[config.mk]
export PLATFORM = sky130hd
export DESIGN_NAME = vec_multicycle_ctrl
export DESIGN_NICKNAME = d
export VERILOG_FILES = /design/src/rtl/vec_mc_defs.sv /design/src/rtl/vec_lane_counter.sv /design/src/rtl/vec_multicycle_ctrl.sv
export SDC_FILE = /design/constraint.sdc
export NUM_CORES = 1
export LEC_CHECK = 0
export ABC_CLOCK_PERIOD_IN_PS = 2100
export BUFFER_PORTS_ARGS = -buffer_cell sky130_fd_sc_hd__buf_4
export CAP_MARGIN = 0
export CORE_MARGIN = 5
export CORE_UTILIZATION = 40
export DETAILED_ROUTE_END_ITERATION = 16
export GPL_TIMING_DRIVEN = 0
export PLACE_DENSITY = 0.78
export SETUP_SLACK_MARGIN = 0.15
export SLEW_MARGIN = 10
export SYNTH_ARGS = -nofsm -noshare
export SYNTH_HDL_FRONTEND = slang
export SYNTH_HIERARCHICAL = 1
export SYNTH_SLANG_ARGS = --single-unit
[constraint.sdc]
create_clock -name clk -period 2.1 [get_ports clk]
set_clock_uncertainty 0.2 [all_clocks]
set_input_delay 0.42 -clock clk [delete_from_list [all_inputs] [get_ports clk]]
set_output_delay 0.42 -clock clk [all_outputs]
set_load 0.005 [all_outputs]
[src/rtl/vec_mc_defs.sv]
`default_nettype none
// ============================================================================
//  Package  : vec_mc_defs
//  Purpose  : Shared encodings for the vector multicycle controller: FSM
//             state codes, instruction Op codes, Funct[4:1] constants and
//             datapath selector codes, plus small instruction classifiers.
//  Revision : 1.0  initial release
// ============================================================================
package vec_mc_defs;

    // Controller states, 4-bit encoding
    typedef enum logic [3:0] {
        S_FETCH  = 4'd0,
        S_DECODE = 4'd1,
        S_MEMADR = 4'd2,
        S_MEMRD  = 4'd3,
        S_MEMWB  = 4'd4,
        S_MEMWR  = 4'd5,
        S_EXECR  = 4'd6,
        S_EXECI  = 4'd7,
        S_ALUWB  = 4'd8,
        S_VEXEC  = 4'd9,
        S_BRANCH = 4'd10
    } state_t;

    // Instruction class, instr[27:26]
    localparam logic [1:0] OP_DP  = 2'b00;
    localparam logic [1:0] OP_MEM = 2'b01;
    localparam logic [1:0] OP_BR  = 2'b10;
    localparam logic [1:0] OP_ILL = 2'b11;

    // Funct[4:1] codes that look vector-like but are scalar moves
    localparam logic [3:0] FN_MOV    = 4'b1110;
    localparam logic [3:0] FN_MOVIDX = 4'b1101;

    // ALUSrcA selector
    localparam logic [1:0] SRCA_RN = 2'b00;
    localparam logic [1:0] SRCA_PC = 2'b01;

    // ALUSrcB selector
    localparam logic [1:0] SRCB_RM   = 2'b00;
    localparam logic [1:0] SRCB_IMM  = 2'b01;
    localparam logic [1:0] SRCB_FOUR = 2'b10;

    // ResultSrc selector
    localparam logic [1:0] RES_ALUOUT = 2'b00;
    localparam logic [1:0] RES_RDATA  = 2'b01;
    localparam logic [1:0] RES_ALURES = 2'b10;

    // A data-processing Funct selects the vector path when bit 4 is set,
    // except for the two scalar move encodings that share that bit.
    function automatic logic is_vector_op(input logic [5:0] funct);
        return funct[4] && (funct[4:1] != FN_MOV) && (funct[4:1] != FN_MOVIDX);
    endfunction

    // MOVIDX is the immediate form of the 1101 encoding
    function automatic logic is_movidx(input logic [5:0] funct);
        return funct[5] && (funct[4:1] == FN_MOVIDX);
    endfunction

endpackage
`default_nettype wire

[src/rtl/vec_lane_counter.sv]
`default_nettype none
// ============================================================================
//  Module   : vec_lane_counter
//  Purpose  : Active-lane index for vector execution. Clears to zero,
//             advances by one when enabled, wraps after the last lane and
//             flags the terminal lane.
//  Revision : 1.0  initial release
// ============================================================================
module vec_lane_counter #(
    parameter int NUM_LANES = 4,
    parameter int IDX_W     = 2
) (
    input  logic             clk,
    input  logic             rst,
    input  logic             clear_i,
    input  logic             en_i,
    output logic [IDX_W-1:0] idx_o,
    output logic             last_o
);

    localparam logic [IDX_W-1:0] LAST_IDX = IDX_W'(NUM_LANES - 1);

    logic [IDX_W-1:0] idx_q;
    logic [IDX_W-1:0] idx_d;

    // Next index: clear wins, otherwise advance and wrap on the last lane
    always_comb begin
        idx_d = idx_q;
        if (clear_i) begin
            idx_d = '0;
        end else if (en_i) begin
            idx_d = (idx_q == LAST_IDX) ? '0 : idx_q + IDX_W'(1);
        end
    end

    // Index register; holds whenever neither clear nor enable is active
    always_ff @(posedge clk or posedge rst) begin
        if (rst) begin
            idx_q <= '0;
        end else begin
            idx_q <= idx_d;
        end
    end

    assign idx_o  = idx_q;
    assign last_o = (idx_q == LAST_IDX);

endmodule
`default_nettype wire

[src/rtl/vec_multicycle_ctrl.sv]
`default_nettype none
// ============================================================================
//  Module   : vec_multicycle_ctrl
//  Purpose  : Multicycle main controller for the ARM core with vector
//             extension. Sequences fetch/decode/execute/memory/writeback,
//             stalls on the memory-ready handshake and walks vector ops one
//             lane per cycle. ALU decode is external and keyed by ALUOp.
//  Revision : 1.0  initial release
// ============================================================================
module vec_multicycle_ctrl
    import vec_mc_defs::*;
#(
    parameter int NUM_LANES  = 4,
    parameter int LANE_IDX_W = (NUM_LANES > 1) ? $clog2(NUM_LANES) : 1
) (
    input  logic                  clk,
    input  logic                  reset,
    input  logic [1:0]            Op,
    input  logic [5:0]            Funct,
    input  logic [3:0]            Rd,
    input  logic                  MemReady,
    output logic                  IRWrite,
    output logic                  PCWrite,
    output logic                  AdrSrc,
    output logic [1:0]            ALUSrcA,
    output logic [1:0]            ALUSrcB,
    output logic [1:0]            ResultSrc,
    output logic                  ALUOp,
    output logic                  RegWrite,
    output logic                  MemWrite,
    output logic                  VecWrite,
    output logic                  VecIdxWrite,
    output logic [LANE_IDX_W-1:0] LaneIdx,
    output logic                  InstrDone,
    output logic                  IllegalOp
);

    state_t state_q;
    state_t state_d;

    logic w_dp_vector;
    logic w_lane_clear;
    logic w_lane_en;
    logic w_lane_last;

    assign w_dp_vector  = (Op == OP_DP) && is_vector_op(Funct);
    // Lane index restarts at zero as a vector op leaves DECODE
    assign w_lane_clear = (state_q == S_DECODE) && w_dp_vector;
    assign w_lane_en    = (state_q == S_VEXEC);

    vec_lane_counter #(
        .NUM_LANES (NUM_LANES),
        .IDX_W     (LANE_IDX_W)
    ) u_lane_ctr (
        .clk     (clk),
        .rst     (reset),
        .clear_i (w_lane_clear),
        .en_i    (w_lane_en),
        .idx_o   (LaneIdx),
        .last_o  (w_lane_last)
    );

    // Next-state selection from current state, instruction fields and handshake
    always_comb begin
        state_d = state_q;
        case (state_q)
            S_FETCH:  if (MemReady) state_d = S_DECODE;
            S_DECODE: begin
                case (Op)
                    OP_MEM:  state_d = S_MEMADR;
                    OP_BR:   state_d = S_BRANCH;
                    OP_ILL:  state_d = S_FETCH;
                    default: begin
                        if (w_dp_vector)   state_d = S_VEXEC;
                        else if (Funct[5]) state_d = S_EXECI;
                        else               state_d = S_EXECR;
                    end
                endcase
            end
            S_MEMADR: state_d = Funct[0] ? S_MEMRD : S_MEMWR;
            S_MEMRD:  if (MemReady) state_d = S_MEMWB;
            S_MEMWB:  state_d = S_FETCH;
            S_MEMWR:  if (MemReady) state_d = S_FETCH;
            S_EXECR:  state_d = S_ALUWB;
            S_EXECI:  state_d = S_ALUWB;
            S_ALUWB:  state_d = S_FETCH;
            S_VEXEC:  if (w_lane_last) state_d = S_FETCH;
            S_BRANCH: state_d = S_FETCH;
            default:  state_d = S_FETCH;
        endcase
    end

    // State register; an asynchronous reset aborts any instruction in flight
    always_ff @(posedge clk or posedge reset) begin
        if (reset) begin
            state_q <= S_FETCH;
        end else begin
            state_q <= state_d;
        end
    end

    // Datapath controls decoded from state; everything is forced low under reset
    always_comb begin
        IRWrite     = 1'b0;
        PCWrite     = 1'b0;
        AdrSrc      = 1'b0;
        ALUSrcA     = SRCA_RN;
        ALUSrcB     = SRCB_RM;
        ResultSrc   = RES_ALUOUT;
        ALUOp       = 1'b0;
        RegWrite    = 1'b0;
        MemWrite    = 1'b0;
        VecWrite    = 1'b0;
        VecIdxWrite = 1'b0;
        InstrDone   = 1'b0;
        IllegalOp   = 1'b0;
        if (!reset) begin
            case (state_q)
                S_FETCH: begin
                    ALUSrcA   = SRCA_PC;
                    ALUSrcB   = SRCB_FOUR;
                    ResultSrc = RES_ALURES;
                    IRWrite   = MemReady;
                    PCWrite   = MemReady;
                end
                S_DECODE: begin
                    ALUSrcA   = SRCA_PC;
                    ALUSrcB   = SRCB_FOUR;
                    IllegalOp = (Op == OP_ILL);
                    InstrDone = (Op == OP_ILL);
                end
                S_MEMADR: begin
                    ALUSrcA = SRCA_RN;
                    ALUSrcB = SRCB_IMM;
                end
                S_MEMRD: begin
                    AdrSrc = 1'b1;
                end
                S_MEMWB: begin
                    ResultSrc = RES_RDATA;
                    RegWrite  = 1'b1;
                    InstrDone = 1'b1;
                end
                S_MEMWR: begin
                    // Write strobe stays up for the whole wait; memory takes it on MemReady
                    AdrSrc    = 1'b1;
                    MemWrite  = 1'b1;
                    InstrDone = MemReady;
                end
                S_EXECR: begin
                    ALUSrcA = SRCA_RN;
                    ALUSrcB = SRCB_RM;
                    ALUOp   = 1'b1;
                end
                S_EXECI: begin
                    ALUSrcA = SRCA_RN;
                    ALUSrcB = SRCB_IMM;
                    ALUOp   = 1'b1;
                end
                S_ALUWB: begin
                    ResultSrc = RES_ALUOUT;
                    InstrDone = 1'b1;
                    if (is_movidx(Funct)) begin
                        VecIdxWrite = 1'b1;
                    end else begin
                        RegWrite = 1'b1;
                        PCWrite  = (Rd == 4'd15);
                    end
                end
                S_VEXEC: begin
                    ALUSrcA   = SRCA_RN;
                    ALUSrcB   = Funct[5] ? SRCB_IMM : SRCB_RM;
                    ALUOp     = 1'b1;
                    VecWrite  = 1'b1;
                    InstrDone = w_lane_last;
                end
                S_BRANCH: begin
                    ALUSrcA   = SRCA_PC;
                    ALUSrcB   = SRCB_IMM;
                    ResultSrc = RES_ALURES;
                    PCWrite   = 1'b1;
                    InstrDone = 1'b1;
                end
                default: begin
                    InstrDone = 1'b0;
                end
            endcase
        end
    end

endmodule
`default_nettype wire
==> run summary <==
Share of layout cells above drive strength 1: 60.3%
Synth Warn #: 6
Final ANT Viol Nets: 0
RSZ-0062 raised after global routing: yes
Die Width: 53.0 um
Per-cell routed wire length: 19.1 um
Clock Tree Buf Depth: 2
Post-synth EDFFs: 0
Synth Instances: 101
Internal: 1.02 mW
Row count: 15
Post-Syn Nets: 120
Worst r2r path cells: 6
Area Growth Syn to Fin: 90.0%
Avg Cell Area, Syn: 7.32 um2
Yosys top cell area share: 20.3%
Vias: 1,043
Initial core utilization: 42.4%
Flops & latches, synth: 6
Sw power: 820 uW
Asr flop ratio synth: 100%
Pwr Density: 1310 nW/um2
Critical path class: flop to primary output
Fin Hold WS: 0.136 ns
Final hold vios: 0
Violated checks: negative setup slack
IO Port Bufs: 31
Clock power frac: 6.2%
Hpwl dp: 1.71 mm
First DRT Iteration DRCs: 45
Reg power frac: 13.2%
Post-synthesis sequential area ratio: 20.3%
Peak supply drop: 707 uV
Worst Path Required: 1.48 ns
FF/Latch Area: 154 um2
Reported max-cap violation count: 0
First-pass GRT wire length: 4.58 mm
Outcome: finished, violations left
Leading area contributor after synthesis: dfrtp_1
Crit-path cells: buf_6 -> nand2b_4 -> nand3b_1 -> a31oi_1 -> buf_4
Clk root buf: clkbuf_4
Final #Nets: 172
Core area: 1750 um2
Num CTS Buffers: 3
Gpl congestion: 0.822
Top FF cell, synth: dfrtp_1
Final setup viols: 9
Vias in the first global route: 992
Mapped cell area: 739 um2
PnR worst setup slack: -0.160 ns
Min cycle time layout: 2.26 ns
Area of the multi-input gates: 704 um2
Antenna cells: 0
Fmax: 442 MHz
First-pass DRT Iterations: 5
Type of the most critical hold path: primary input to asynchronous set/reset pin
CP Capture Type: primary output
Critical path arrival: 1.64 ns
Worst-Skew Late Latency: 0.26 ns
All-layer global routing usage: 22.4%
Die height: 53.0 um
Grt ovf: 0
Clock Sinks: 6
Logic pwr share: 80.6%
Worst slack, placed: -0.0257 ns
Most common cell in the netlist: nor2_1
Clock-pin slew on the worst setup and hold paths: 0.05 ns
Routed WL: 3.35 mm
Initial antenna violation count: 0
Drc violations: 0
Tcrit/Tclk final: 108%
Max stage delay cell, worst path: dfrtp_2
Reg2reg end: u_lane_ctr/idx_o[0]
Distinct cells, synth: 37
Critical path origin: state_q[2]
CTS tree: yes
Via-to-Cell Ratio: 5.93
Largest net degree at the start of global routing: 11
Worst reg2reg path startpoint: state_q[2]
Most area-consuming cells after synthesis: dfrtp_1, ha_1, nor3_1
Die area: 2810 um2
H-tree depth: 1
Largest stage delay, worst path: 0.42 ns
Reg2Reg Setup Slack: 0.15 ns
Commonest cells in the netlist: nor2_1, nor3_1, inv_1
Switching part of the total: 44.5%
CP Launch Type: flop
Leak pwr: 0.622 nW
# IOs: 33
CP max FO: 7
Fillers: 100
Final Max Slew Viols: 0
==> metrics by stage <==
step | area, um2 | util, % | total power, mW | std cells | setup TNS [ns]
after floorplan | 739 | - | 0.745 | 101 | 0
after detailed placement | 1000 | 57.5 | 1.02 | 157 | -0.0298
after global routing | 1410 | 80.5 | 1.94 | 176 | -0.949
after global placement | 1000 | 57.5 | 0.999 | 157 | -0.000596
after CTS | 1290 | 74.2 | 1.56 | 174 | -0.0728
final | 1410 | 80.5 | 1.84 | 176 | -0.605
==> per-layer routing <==
layer | GRT usage (%) | part of all wire, % | vias to the layer above
met5 | 0 | 0 | -
met4 | 12.3 | 5.1 | 0
met3 | 2.25 | 8.3 | 24
met2 | 38.4 | 49 | 78
met1 | 27.0 | 38 | 482
li1 | - | - | 459
==> flip-flops by register name, indices dropped and copies added, names as in the netlist <==
register          cells
u_lane_ctr/idx_o      2
state_q               4
==> worst max-delay path: cells and delay by family, from the launching register on <==
family | cells | cell delay (ns)
buffers and inverters | 2 | 0.32
AO/OA/AOI/OAI | 1 | 0.28
flip-flops | 1 | 0.42
AND/OR/NAND/NOR | 2 | 0.37
==> how the worst max path moves through the flow <==
stage / end / slack, ns / depth (start not counted)
after global routing: ALUSrcB[0] / -0.20 / 4
final: ALUSrcB[0] / -0.16 / 5
after floorplan: u_lane_ctr/idx_o[0] / 0.20 / 6
after CTS: IllegalOp / -0.04 / 3
after global placement: PCWrite / -0.0006 / 6
after detailed placement: PCWrite / -0.03 / 6
==> power by group through the flow <==
| stage | registers, mW | logic (mW) | clock network [mW] |
|---|---|---|---|
| 3_5_place_dp | 0.222 | 0.801 | 0 |
| 4_1_cts | 0.222 | 1.23 | 0.114 |
| 3_3_place_gp | 0.216 | 0.783 | 0 |
| 6_report | 0.243 | 1.48 | 0.115 |
| 5_1_grt | 0.248 | 1.57 | 0.120 |
| 2_1_floorplan | 0.211 | 0.534 | 0 |
==> logic make-up after synthesis <==
group,after synthesis,synth area share (%)
AO/OA/AOI/OAI,23,22.7
XOR/XNOR,2,2.37
adder cells (fa/ha/maj),4,6.77
buffers and inverters,15,8.97
flip-flops,6,20.3
multiplexers,2,2.71
other,1,0.507
AND/OR/NAND/NOR,48,35.7
==> area by class of cell <==
cell class / instances / area share [%]
flip-flops and latches: 6 / 11.0
inverters: 8 / 2.14
plain buffers: 7 / 4.81
multi-input cells: 80 / 50.1
clock buffers: 3 / 1.60
well taps: 25 / 2.23
repair buffers: 47 / 28.1
==> placed cells by master, fill, tap and decap left out, drive strengths merged, types with 2 or more instances in the layout <==
| master | synthesis | final |
|---|---|---|
| a31oi | 3 | 3 |
| nand2b | 5 | 5 |
| ha | 4 | 4 |
| buf | 4 | 50 |
| nor2 | 11 | 11 |
| dfrtp | 6 | 6 |
| mux2i | 2 | 2 |
| nor4 | 2 | 2 |
| a21oi | 8 | 8 |
| or2 | 4 | 4 |
| o221ai | 2 | 2 |
| inv | 8 | 8 |
| nand4 | 2 | 2 |
| nand2 | 6 | 6 |
| nand3b | 3 | 3 |
| o21ai | 3 | 3 |
| clkbuf | 3 | 6 |
| nor3 | 9 | 9 |
==> repair_timing <==
item,in CTS,in global routing
gates cloned,0,0
setup endpoints to repair,15,15
buffers inserted,13,2
resized for setup,38,17
pin swaps,13,7
endpoints found under the hold margin,2,0
hold buffers,1,0
(Power assumes the default switching activity.)
